$ cat config.mk
export PLATFORM = sky130hd
export DESIGN_NAME = reset_ctrl
export DESIGN_NICKNAME = d
export VERILOG_FILES = /design/src/rtl/reset_ctrl_pkg.sv /design/src/rtl/reset_ctrl_debounce.sv /design/src/rtl/reset_ctrl.sv
export SDC_FILE = /design/constraint.sdc
export NUM_CORES = 1
export LEC_CHECK = 0
export ABC_AREA = 1
export BUFFER_PORTS_ARGS = -buffer_cell sky130_fd_sc_hd__buf_2
export CAP_MARGIN = 10
export CORE_MARGIN = 4
export CORE_UTILIZATION = 42
export DETAILED_ROUTE_END_ITERATION = 12
export GPL_ROUTABILITY_DRIVEN = 0
export PLACE_DENSITY = 0.71
export SLEW_MARGIN = 40
export SYNTH_ARGS = -nofsm -noshare
export SYNTH_HDL_FRONTEND = slang
export SYNTH_SLANG_ARGS = --single-unit
$ cat constraint.sdc
create_clock -name clk -period 1.75 [get_ports clk]
set_input_delay 0.0875 -clock clk [delete_from_list [all_inputs] [get_ports clk]]
set_output_delay 0.0875 -clock clk [all_outputs]
set_load 0.01 [all_outputs]
$ cat src/rtl/reset_ctrl_pkg.sv
// Shared definitions for the board reset controller: CSR map, CAUSE/CTRL bit
// positions and FSM state encoding.
package reset_ctrl_pkg;
  localparam logic [4:0] CSR_CAUSE = 5'h00;
  localparam logic [4:0] CSR_CTRL  = 5'h01;

  localparam int CAUSE_POR = 0;
  localparam int CAUSE_WDT = 1;
  localparam int CAUSE_BTN = 2;
  localparam int CAUSE_SW  = 3;

  localparam int CTRL_RSTOUT  = 0;
  localparam int CTRL_HOLDOFF = 1;
  localparam int CTRL_WDT_EN  = 7;

  typedef enum logic [1:0] {
    ST_IDLE    = 2'd0,
    ST_ASSERT  = 2'd1,
    ST_HOLDOFF = 2'd2
  } state_t;
endpackage

$ cat src/rtl/reset_ctrl_debounce.sv
// Reset button conditioning: 2-FF synchronizer, tick-counted debounce and a
// one-cycle pulse on each debounced press (stable 1->0).
module debounce #(
  parameter logic [7:0] DEBOUNCE_TICKS = 8'd4
) (
  input  logic clk,
  input  logic rst,
  input  logic i_ce,
  input  logic i_btn_n,
  output logic o_level,
  output logic o_fall
);
  logic [1:0] r_sync;
  logic       r_stable;
  logic       r_stable_d;
  logic [7:0] r_cnt;

  always_ff @(posedge clk) begin
    if (rst) begin
      r_sync     <= 2'b11;
      r_stable   <= 1'b1;
      r_stable_d <= 1'b1;
      r_cnt      <= 8'd0;
    end else begin
      r_sync     <= {r_sync[0], i_btn_n};
      r_stable_d <= r_stable;
      // Any return to the stable level restarts the persistence count.
      if (r_sync[1] == r_stable) begin
        r_cnt <= 8'd0;
      end else if (i_ce) begin
        if (r_cnt == DEBOUNCE_TICKS - 8'd1) begin
          r_stable <= r_sync[1];
          r_cnt    <= 8'd0;
        end else begin
          r_cnt <= r_cnt + 8'd1;
        end
      end
    end
  end

  assign o_level = r_stable;
  assign o_fall  = r_stable_d & ~r_stable;
endmodule

$ cat src/rtl/reset_ctrl.sv
// Board reset controller: merges WDT, button and software requests into a
// ce-timed reset pulse with hold-off, and records causes in a sticky CSR.
module reset_ctrl
  import reset_ctrl_pkg::*;
#(
  parameter logic [7:0] PULSE_TICKS    = 8'd16,
  parameter logic [7:0] HOLDOFF_TICKS  = 8'd8,
  parameter logic [7:0] DEBOUNCE_TICKS = 8'd4
) (
  input  logic       clk,
  input  logic       rst,
  input  logic [4:0] csr_a,
  input  logic [7:0] csr_di,
  input  logic       csr_we,
  output logic [7:0] csr_do,
  input  logic       ce,
  input  logic       wdt_rst,
  input  logic       btn_n,
  output logic       rst_out
);
  state_t     r_state, w_state_nxt;
  logic [7:0] r_cnt, w_cnt_nxt;
  logic       r_rst_out;
  logic [3:0] r_cause;
  logic       r_wdt_en;

  logic       w_btn_fall;
  logic       w_wr_cause, w_wr_ctrl;
  logic [3:0] w_req, w_set, w_clr;

  debounce #(.DEBOUNCE_TICKS(DEBOUNCE_TICKS)) u_debounce (
    .clk     (clk),
    .rst     (rst),
    .i_ce    (ce),
    .i_btn_n (btn_n),
    .o_level (),
    .o_fall  (w_btn_fall)
  );

  assign w_wr_cause = csr_we && (csr_a == CSR_CAUSE);
  assign w_wr_ctrl  = csr_we && (csr_a == CSR_CTRL);

  always_comb begin
    w_req            = 4'b0000;
    w_req[CAUSE_WDT] = wdt_rst & r_wdt_en;
    w_req[CAUSE_BTN] = w_btn_fall;
    w_req[CAUSE_SW]  = w_wr_ctrl & csr_di[0];
  end

  // Requests in hold-off are dropped entirely, including their cause bits.
  assign w_set = (r_state == ST_HOLDOFF) ? 4'b0000 : w_req;
  assign w_clr = w_wr_cause ? csr_di[3:0] : 4'b0000;

  always_comb begin
    w_state_nxt = r_state;
    w_cnt_nxt   = r_cnt;
    case (r_state)
      ST_IDLE: begin
        if (|w_req) begin
          w_state_nxt = ST_ASSERT;
          w_cnt_nxt   = PULSE_TICKS;
        end
      end
      ST_ASSERT: begin
        if (ce) begin
          if (r_cnt == 8'd1) begin
            w_state_nxt = ST_HOLDOFF;
            w_cnt_nxt   = HOLDOFF_TICKS;
          end else begin
            w_cnt_nxt = r_cnt - 8'd1;
          end
        end
      end
      ST_HOLDOFF: begin
        if (ce) begin
          if (r_cnt == 8'd1) w_state_nxt = ST_IDLE;
          else               w_cnt_nxt   = r_cnt - 8'd1;
        end
      end
      default: w_state_nxt = ST_IDLE;
    endcase
  end

  always_ff @(posedge clk) begin
    if (rst) begin
      r_state   <= ST_ASSERT;
      r_cnt     <= PULSE_TICKS;
      r_rst_out <= 1'b1;
      r_cause   <= 4'b0001;
      r_wdt_en  <= 1'b1;
    end else begin
      r_state   <= w_state_nxt;
      r_cnt     <= w_cnt_nxt;
      r_rst_out <= (w_state_nxt == ST_ASSERT);
      r_cause   <= (r_cause & ~w_clr) | w_set;
      if (w_wr_ctrl) r_wdt_en <= csr_di[CTRL_WDT_EN];
    end
  end

  always_comb begin
    csr_do = 8'h00;
    case (csr_a)
      CSR_CAUSE: csr_do = {4'b0000, r_cause};
      CSR_CTRL: begin
        csr_do[CTRL_WDT_EN]  = r_wdt_en;
        csr_do[CTRL_HOLDOFF] = (r_state == ST_HOLDOFF);
        csr_do[CTRL_RSTOUT]  = r_rst_out;
      end
      default: csr_do = 8'h00;
    endcase
  end

  assign rst_out = r_rst_out;
endmodule

# Word-level counts from Yosys, hierarchy flattened

Index checks and enable logic that the tools add are counted.

Flip-flop bits (word level): 28
Latch bits: 0
Bits in writable memories: 0
ROM bits: 0
Output and inout port bits: 9
Memories: 0

Add/sub/neg operators: 2
$mul: 0
Div/mod/pow operators: 0
Magnitude comparators: 0
Eq/ne operators: 11
Shift operators: 0
Multiplexer cells: 18
Bitwise operators: 8
Reductions and logical operators: 9

Operator list:

| operator                                         | number |
|---|---|
| two-way mux 8 bit                                | 6 |
| case mux 8 bit (3 select lines)                  | 1 |
| two-way mux 2 bit                                | 6 |
| adder 8 x 1 -> 8 bit, second input constant      | 1 |
| == test 8 x 1 -> 1 bit, second input constant    | 1 |
| == test 8 x 2 -> 1 bit, second input constant    | 1 |
| two-way mux 4 bit                                | 2 |
| != test 2 bit, second input constant             | 4 |
| subtractor 8 x 1 -> 8 bit, second input constant | 1 |
| case mux 2 bit (3 select lines)                  | 1 |
| == test 5 x 1 -> 1 bit, second input constant    | 1 |
| logical NOT 5 bit                                | 1 |
| AND reduction 5 bit                              | 1 |
| bitwise AND 4 bit                                | 1 |
| == test 2 x 1 -> 1 bit, second input constant    | 2 |
| NOT 4 bit                                        | 1 |
| OR 4 bit                                         | 1 |
| case mux 2 bit (2 select lines)                  | 1 |
| bitwise AND 1 bit                                | 3 |
| AND reduction 3 bit                              | 1 |
| nonzero test 3 bit                               | 1 |
| OR reduction 3 bit                               | 1 |
| == test 2 bit, second input constant             | 1 |
| logical AND 1 bit                                | 2 |
| 5 further kinds                                  | 6 |

# Depth between registers and ports, before layout

Gate-level depths: netlist of the first run.

Depth after elaboration: 7
Gate-level depth with buffers: 12
Gate-level depth less buffers: 12

# Hierarchy

A second synthesis of the first run with hierarchy kept.

Cell total of the unflattened synthesis: 250
Area, all modules: 1651.6 um^2

Modules (own cells, without submodules):

| module     | times used | cells an instance | area each (um^2) | sequential area each (um^2) |
|---|---|---|---|---|
| reset_ctrl | 1          | 173               | 1111.1           | 320.3 |
| debounce   | 1          | 77                | 540.5            | 240.2 |

# Least setup slack after synthesis of the first run

No wires, ideal clock.

Path kind: flip-flop to flip-flop
Start: register r_state[0]
End: register r_cnt[3]
Arrival: 1.429 ns
Data required time: 1.637 ns
Slack: 0.208 ns
Cell stages (with the launch flop): 13
Cells stage by stage: dfxtp_1 inv_1 ha_1 inv_2 nand2_2 nor2_2 nor2_2 a21oi_4 nand2_4 clkinv_4 nand2_1 nand2_1 nor2_1

Longest elaborated chain between the ends: 3

Ends and longest elaborated chain:

| item                                                          | RTL line         | source |
|---|---|---|
| from (decl)                                                   | reset_ctrl.sv:21 | `state_t r_state, w_state_nxt;` |
| from (signal assigned)                                        | reset_ctrl.sv:92 | `r_state <= w_state_nxt;` |
| == test 2 bit (tied with other cells)                         | reset_ctrl.sv:57 | `case (r_state)` |
| != test 2 bit (no line) or nonzero test 3 bit (tied branches) | -                |  |
| AND reduction 5 bit (no line)                                 | -                |  |
| to (signal assigned)                                          | reset_ctrl.sv:93 | `r_cnt <= w_cnt_nxt;` |
| to (decl)                                                     | reset_ctrl.sv:22 | `logic [7:0] r_cnt, w_cnt_nxt;` |

Parallel ways exist; a longest one is shown, timed or not.
A chain may end at the register's enable or synchronous reset.

# Worst setup path after layout of the first run

Start: register r_state[0]
End: register r_cnt[1]

The elaborated chain is that of the path after synthesis.

==> qor.yml, run 1 <==
status: "completed"
arrival_ps: 1820
grt_pass1_wl_um: 5090
swShare_pct: 37.5
fin_skew_ps: 3.16
synth_top_cells_by_area: "dfxtp_1 35%, nand2_1 11%, nor2_1 7.6%"
portBuffers: 21
final_cell_mix: "46 x nand2_1, 31 x inv_1, 31 x nor2_1, 27 x dfxtp_1, 22 x nand3_1"
clock_sinks: 28
synth.avg_cell_area_um2: 6.99
synth_area_mm2: 0.00159
diodes: 0
cts_buffers: 3
clockPowerShare_pct: 21.9
drive_gt1_share_pct: 20.1
cellPowerDensity_mw_per_mm2: 1240
io-pin-count: 28
ys_types: 32
startpoint_type: "flip-flop"
die_w_um: 69.5
layout_commonest_cell: "nand2_1"
ant_nets: 0
gr-total-overflow: 0
drt_wl_total_um: 2960
synth_area_leader_cell: "dfxtp_1"
worstSetupPathType: "reg -> reg"
multi_input_area_um2: 878
grt_max_degree: 17
final_util_pct: 50.4
finalCriticalPeriod_ps: 1600
cts_root_buffer: "clkbuf_8"
pre_cts_slack_ps: 69.3
endpoint_kind: "flip-flop"
holdCritPathClass: "in -> reg"
layout.nets: 281
hold_viol: 0
path_max_fanout: 5
netlist_instances: 227
die_h_um: 69.5
achievable-frequency_ghz: 0.623
coreArea_mm2: 0.00366
yosysSeqAreaShare_pct: 35.3
nFillCells: 369
final.setup.tns_ps: 0
maxCapViolCount: 0
ir_drop_mv: 1.09
area.sequential_um2: 564
intPower_w: 0.00143
first_pass_iters: 4
post-dp-hpwl_um: 2290
cts_buffer_depth: 2
drcViolationCount: 0
dieArea_mm2: 0.00482
synth_seq_cells: 28
drtIter0Drc: 74
cts_tree: "done"
r2r_slack_ps: 150
whs_path_depth: 2
maxSlewViolCount: 0
start_util_pct: 43.3
power_frac_comb_pct: 43.0
yosysWarnings: 0
post_dp_cell_area_mm2: 0.00175
grt_pass1_vias: 1193
htree_num_levels: 1
rsz0062_at_grt: "false"
worst_slack_ps: 145
netSwitchingPower_w: 0.000856
path_clk_slew_ps: 90
stdcell_count: 302
track_usage_pct: 12.2
r2r_cells: 8
wl_per_cell_um: 9.80
yosysTopAreaCellShare_pct: 35.3
viasPerCell: 4.62
antenna_found_initial: 0
critPathRequiredTime_ps: 1960
seqPwrFrac_pct: 35.1
worstMarginPinSlew_ps: 525
min_period_over_period_pct: 91.7
clock_latency_ps: 270
dpl.cell_count: 296
vias: 1394
setup_violations: 0
power_leakage_nw: 0.851
syn2layout_area_growth_pct: 16.2
max-slew-margin-rel_pct: 64.6
rows: 22
final_area_mm2: 0.00184
## stage by stage
stage	power, W	hold slack (ps)
finish	0.00228	63.4
global route	0.00249	77.9
CTS	0.00230	57.9
detailed placement	0.00178	288
global placement	0.00177	286
floorplan	0.00160	157
## metal layers
metal / up-vias / GRT usage, % / routed length, um
li1: 763 / - / -
met1: 602 / 16.4 / 1470
met2: 27 / 19.9 / 1290
met3: 2 / 3.48 / 185
met4: 0 / 1.30 / 13
met5: - / 0 / 0
## cell usage after synthesis
| cell | n |
|---|---|
| nand2_4 | 1 |
| buf_2 | 1 |
| a22o_1 | 1 |
| nor3_1 | 2 |
| nand3_1 | 22 |
| nand2_2 | 1 |
| nand3_2 | 2 |
| inv_1 | 31 |
| nand2_1 | 46 |
| a22oi_2 | 1 |
| o21a_1 | 1 |
| clkinv_4 | 1 |
| nor2_2 | 3 |
| o21ai_0 | 6 |
| nand4_1 | 4 |
| o21ai_1 | 2 |
| xor2_1 | 4 |
| or2_2 | 4 |
| or2_1 | 1 |
| nor3_2 | 2 |
| nor2_1 | 32 |
| ha_1 | 7 |
| conb_1 | 1 |
| buf_4 | 3 |
| nor2_4 | 2 |
| xnor2_1 | 2 |
| inv_2 | 2 |
| dfxtp_1 | 28 |
| a31oi_1 | 1 |
| a21oi_1 | 11 |
| a21oi_4 | 1 |
| o211ai_1 | 1 |
## power groups by stage
stage	clock network, W	registers (W)	logic, W
finish	0.000500	0.000802	0.000981
global route	0.000542	0.000820	0.00113
CTS	0.000522	0.000803	0.000971
detailed placement	0	0.000817	0.000963
global placement	0	0.000816	0.000950
floorplan	0	0.000805	0.000799
## flip-flops by register name (all words and copies together) (netlist names)
register               count
u_debounce.r_stable_d      1
rst_out                    1
u_debounce.r_sync          2
r_state                    2
u_debounce.r_cnt           8
r_wdt_en                   1
r_cnt                      8
r_cause                    4
u_debounce.o_level         1
## what timing repair did
action	in CTS	in global routing
endpoints found under the setup margin	0	7
resized for setup	0	4
buffers inserted	0	1
hold buffers	1	0
endpoints found under the hold margin	1	0
## worst max-delay path, stage by stage (launching register included)
cell and delay [ps]:
dfxtp_1 370, inv_1 100, ha_1 310, inv_1 40, nor2_1 280, nand2_1 150
nor2_1 120, o21ai_1 80, nor2_1 100
## logic make-up after synthesis
logic type | Yosys count | synth area share (%)
and+or+nand+nor | 122 | 35.8
buffers and inverters | 38 | 10.1
DFF | 28 | 35.3
AOI/OAI and AO/OA | 25 | 9.70
adders and majority gates | 7 | 5.52
xor gates and xnor gates | 6 | 3.31
other | 1 | 0.236
## worst paths after layout
kind | end | startpoint
max | r_cnt[1] | r_state[0]
min | r_cause[2] | rst
max reg2reg | r_cnt[1] | r_state[0]
min reg2reg | u_debounce.r_sync[1] | u_debounce.r_sync[0]
## final cells by class
cell class | instances | area share [%]
Sequential cell | 28 | 30.6
Clock buffer | 3 | 2.24
Inverter | 34 | 7.19
Timing Repair Buffer | 25 | 7.46
Multi-Input combinational cell | 163 | 47.6
Tap cell | 48 | 3.26
Clock inverter | 1 | 1.63
(Power assumes the default switching activity.)
==> run 2: changes to the inputs <==
--- a/config.mk
+++ b/config.mk
@@ -6,7 +6,7 @@
 export NUM_CORES = 1
 export LEC_CHECK = 0
 export ABC_AREA = 1
-export BUFFER_PORTS_ARGS = -buffer_cell sky130_fd_sc_hd__buf_2
+export BUFFER_PORTS_ARGS = -buffer_cell sky130_fd_sc_hd__buf_4
 export CAP_MARGIN = 10
 export CORE_MARGIN = 4
 export CORE_UTILIZATION = 42
==> run 2 against run 1 <==
  * Clock-buffer cell count is the same
  * Clock skew grew 3.8 ps
  * Worst hold slack lost 41 ps
  * Worst setup slack lost 4.3 ps
==> qor.yml, run 2 (same netlist as run 1, synthesis figures left out) <==
endpoint_kind: "flip-flop"  # unchanged
syn2layout_area_growth_pct: 19.8  # was 16.2%
gr-total-overflow: 0  # unchanged
rsz0062_at_grt: "false"  # unchanged
layout.nets: 281  # unchanged
portBuffers: 21  # unchanged
first_pass_iters: 4  # unchanged
drcViolationCount: 0  # unchanged
final_cell_mix: "46 x nand2_1, 30 x inv_1, 30 x nor2_1, 26 x dfxtp_1, 24 x buf_4"  # was 46 x nand2_1, 31 x inv_1, 31 x nor2_1, 27 x dfxtp_1, 22 x nand3_1
slowest_stage: "dfxtp_4"  # was dfxtp_1
cts_root_buffer: "clkbuf_8"  # unchanged
critPathRequiredTime_ps: 1930  # was 1960 ps
power_leakage_nw: 0.863  # was 0.851 nW
achievable-frequency_ghz: 0.621  # was 0.623 GHz
htree_num_levels: 1  # unchanged
grt_pass1_wl_um: 5470  # was 5090 um
drtIter0Drc: 59  # was 74
stdcell_count: 302  # unchanged
io-pin-count: 28  # unchanged
maxCapViolCount: 0  # unchanged
die_w_um: 69.5  # unchanged
layout_commonest_cell: "nand2_1"  # unchanged
max-slew-margin-rel_pct: 60.6  # was 64.6%
diodes: 0  # unchanged
top_regs: "r_cnt: 8 flops, u_debounce.r_cnt: 8 flops, r_cause: 4 flops"  # unchanged
crit_path_cell_trace: "inv_1 -> ha_1 -> inv_2 -> nand2_2 -> nor2_2 -> nor2_2 -> a21oi_4 -> nand2_4 -> clkinv_4 -> nand2_1 -> nand2_1 -> nor2_1"  # was inv_1 -> ha_1 -> inv_1 -> nor2_1 -> nand2_1 -> nor2_1 -> o21ai_1 -> nor2_1
min_period_over_period_pct: 92.0  # was 91.7%
area.sequential_um2: 566  # was 564 um2
path_max_fanout: 7  # was 5
power.total_w: 0.00232  # was 0.00228 W
multi_input_area_um2: 881  # was 878 um2
die_h_um: 69.5  # unchanged
holdCritPathClass: "in -> reg"  # unchanged
max_stage_delay_ps: 390  # was 370 ps
hold_viol: 0  # unchanged
wl_per_cell_um: 10.3  # was 9.80 um
rows: 22  # unchanged
drt_wl_total_um: 3110  # was 2960 um
maxSlewViolCount: 0  # unchanged
status: "completed"  # unchanged
startpoint_type: "flip-flop"  # unchanged
dpl.cell_count: 296  # unchanged
setup_violations: 0  # unchanged
clock_sinks: 28  # unchanged
ant_nets: 0  # unchanged
worstMarginPinSlew_ps: 585  # was 525 ps
post-dp-hpwl_um: 2360  # was 2290 um
vias: 1444  # was 1394
track_usage_pct: 13.4  # was 12.2%
grt_max_degree: 17  # unchanged
cellPowerDensity_mw_per_mm2: 1220  # was 1240 mW/mm2
viasPerCell: 4.78  # was 4.62
clock_latency_ps: 280  # was 270 ps
dieArea_mm2: 0.00482  # unchanged
cts_buffers: 3  # unchanged
fin_skew_ps: 6.99  # was 3.16 ps
arrival_ps: 1790  # was 1820 ps
coreArea_mm2: 0.00366  # unchanged
finalCriticalPeriod_ps: 1610  # was 1600 ps
path_clk_slew_ps: 100  # was 90 ps
antenna_found_initial: 0  # unchanged
nFillCells: 363  # was 369
drive_gt1_share_pct: 21.3  # was 20.1%
start_util_pct: 43.3  # unchanged
cts_buffer_depth: 2  # unchanged
final.setup.tns_ps: 0  # unchanged
cts_tree: "done"  # unchanged
worstSetupPathType: "reg -> reg"  # unchanged
ir_drop_mv: 0.822  # was 1.09 mV
grt_pass1_vias: 1311  # was 1193
## run 2: cell types whose count changed in the layout (fill, tap and decap cells not counted)
cell	before	now
buf_4	3	24
nor2_1	31	30
dfxtp_1	27	26
buf_2	21	0
nor2_2	4	5
inv_2	2	3
inv_1	31	30
dfxtp_2	0	1
## run 2: power breakdown
part	total (W)	switching, W	leakage, nW	internal [W]
Combinational	0.00101	0.000595	0.599	0.000414
Sequential	0.000807	0.0000773	0.229	0.000730
Clock	0.000509	0.000203	0.0357	0.000306
Total	0.00232	0.000875	0.863	0.00145
## run 2: layout make-up
cell class	instances	share of cell area, %
clock inverter	1	1.58
multi-input combinational	163	46.3
inverter	34	6.98
sequential	28	29.8
tap	48	3.16
clock buffer	3	2.17
timing repair buffer	25	10.0
## run 2: through the flow
stage	area, um2	hold WS (ps)	worst slack (ps)	utilization, %
after global placement	1800	283	104	49.1
after detailed placement	1800	293	49.9	49.1
final	1900	22.3	141	51.9
after global routing	1900	10.4	0.695	51.9
after CTS	1880	11.3	29.4	51.4
after floorplan	1590	157	208	-
## run 2: what timing repair did
action                     in CTS  in global routing
hold buffers                    1                  0
gates resized for setup         0                  7
buffers inserted                0                  1
hold endpoints to repair        1                  0
setup endpoints to repair       0                  8
## run 2: worst paths after layout
check	start	to	slack, ps	depth (start not counted)
hold / removal	rst	r_cause[2]	20	2
setup reg to reg	r_state[1]	r_cnt[3]	140	12
hold reg to reg	u_debounce.r_sync[0]	u_debounce.r_sync[1]	450	1
setup / recovery	r_state[1]	r_cnt[3]	140	12
## run 2: critical path, delay by kind of cell (launching register included)
| kind | cells | cell delay (ps) |
|---|---|---|
| AO/OA/AOI/OAI | 1 | 210 |
| adder cells (fa/ha/maj) | 1 | 220 |
| buffers and inverters | 3 | 220 |
| flip-flops | 1 | 390 |
| AND/OR/NAND/NOR | 7 | 460 |
## run 2: per-layer routing
metal | up-vias | GRT usage [%] | wire [um]
met5 | - | 0 | 0
met4 | 0 | 3.25 | 22
met3 | 2 | 4.06 | 229
met2 | 40 | 22.0 | 1350
met1 | 631 | 17.1 | 1510
li1 | 771 | - | -
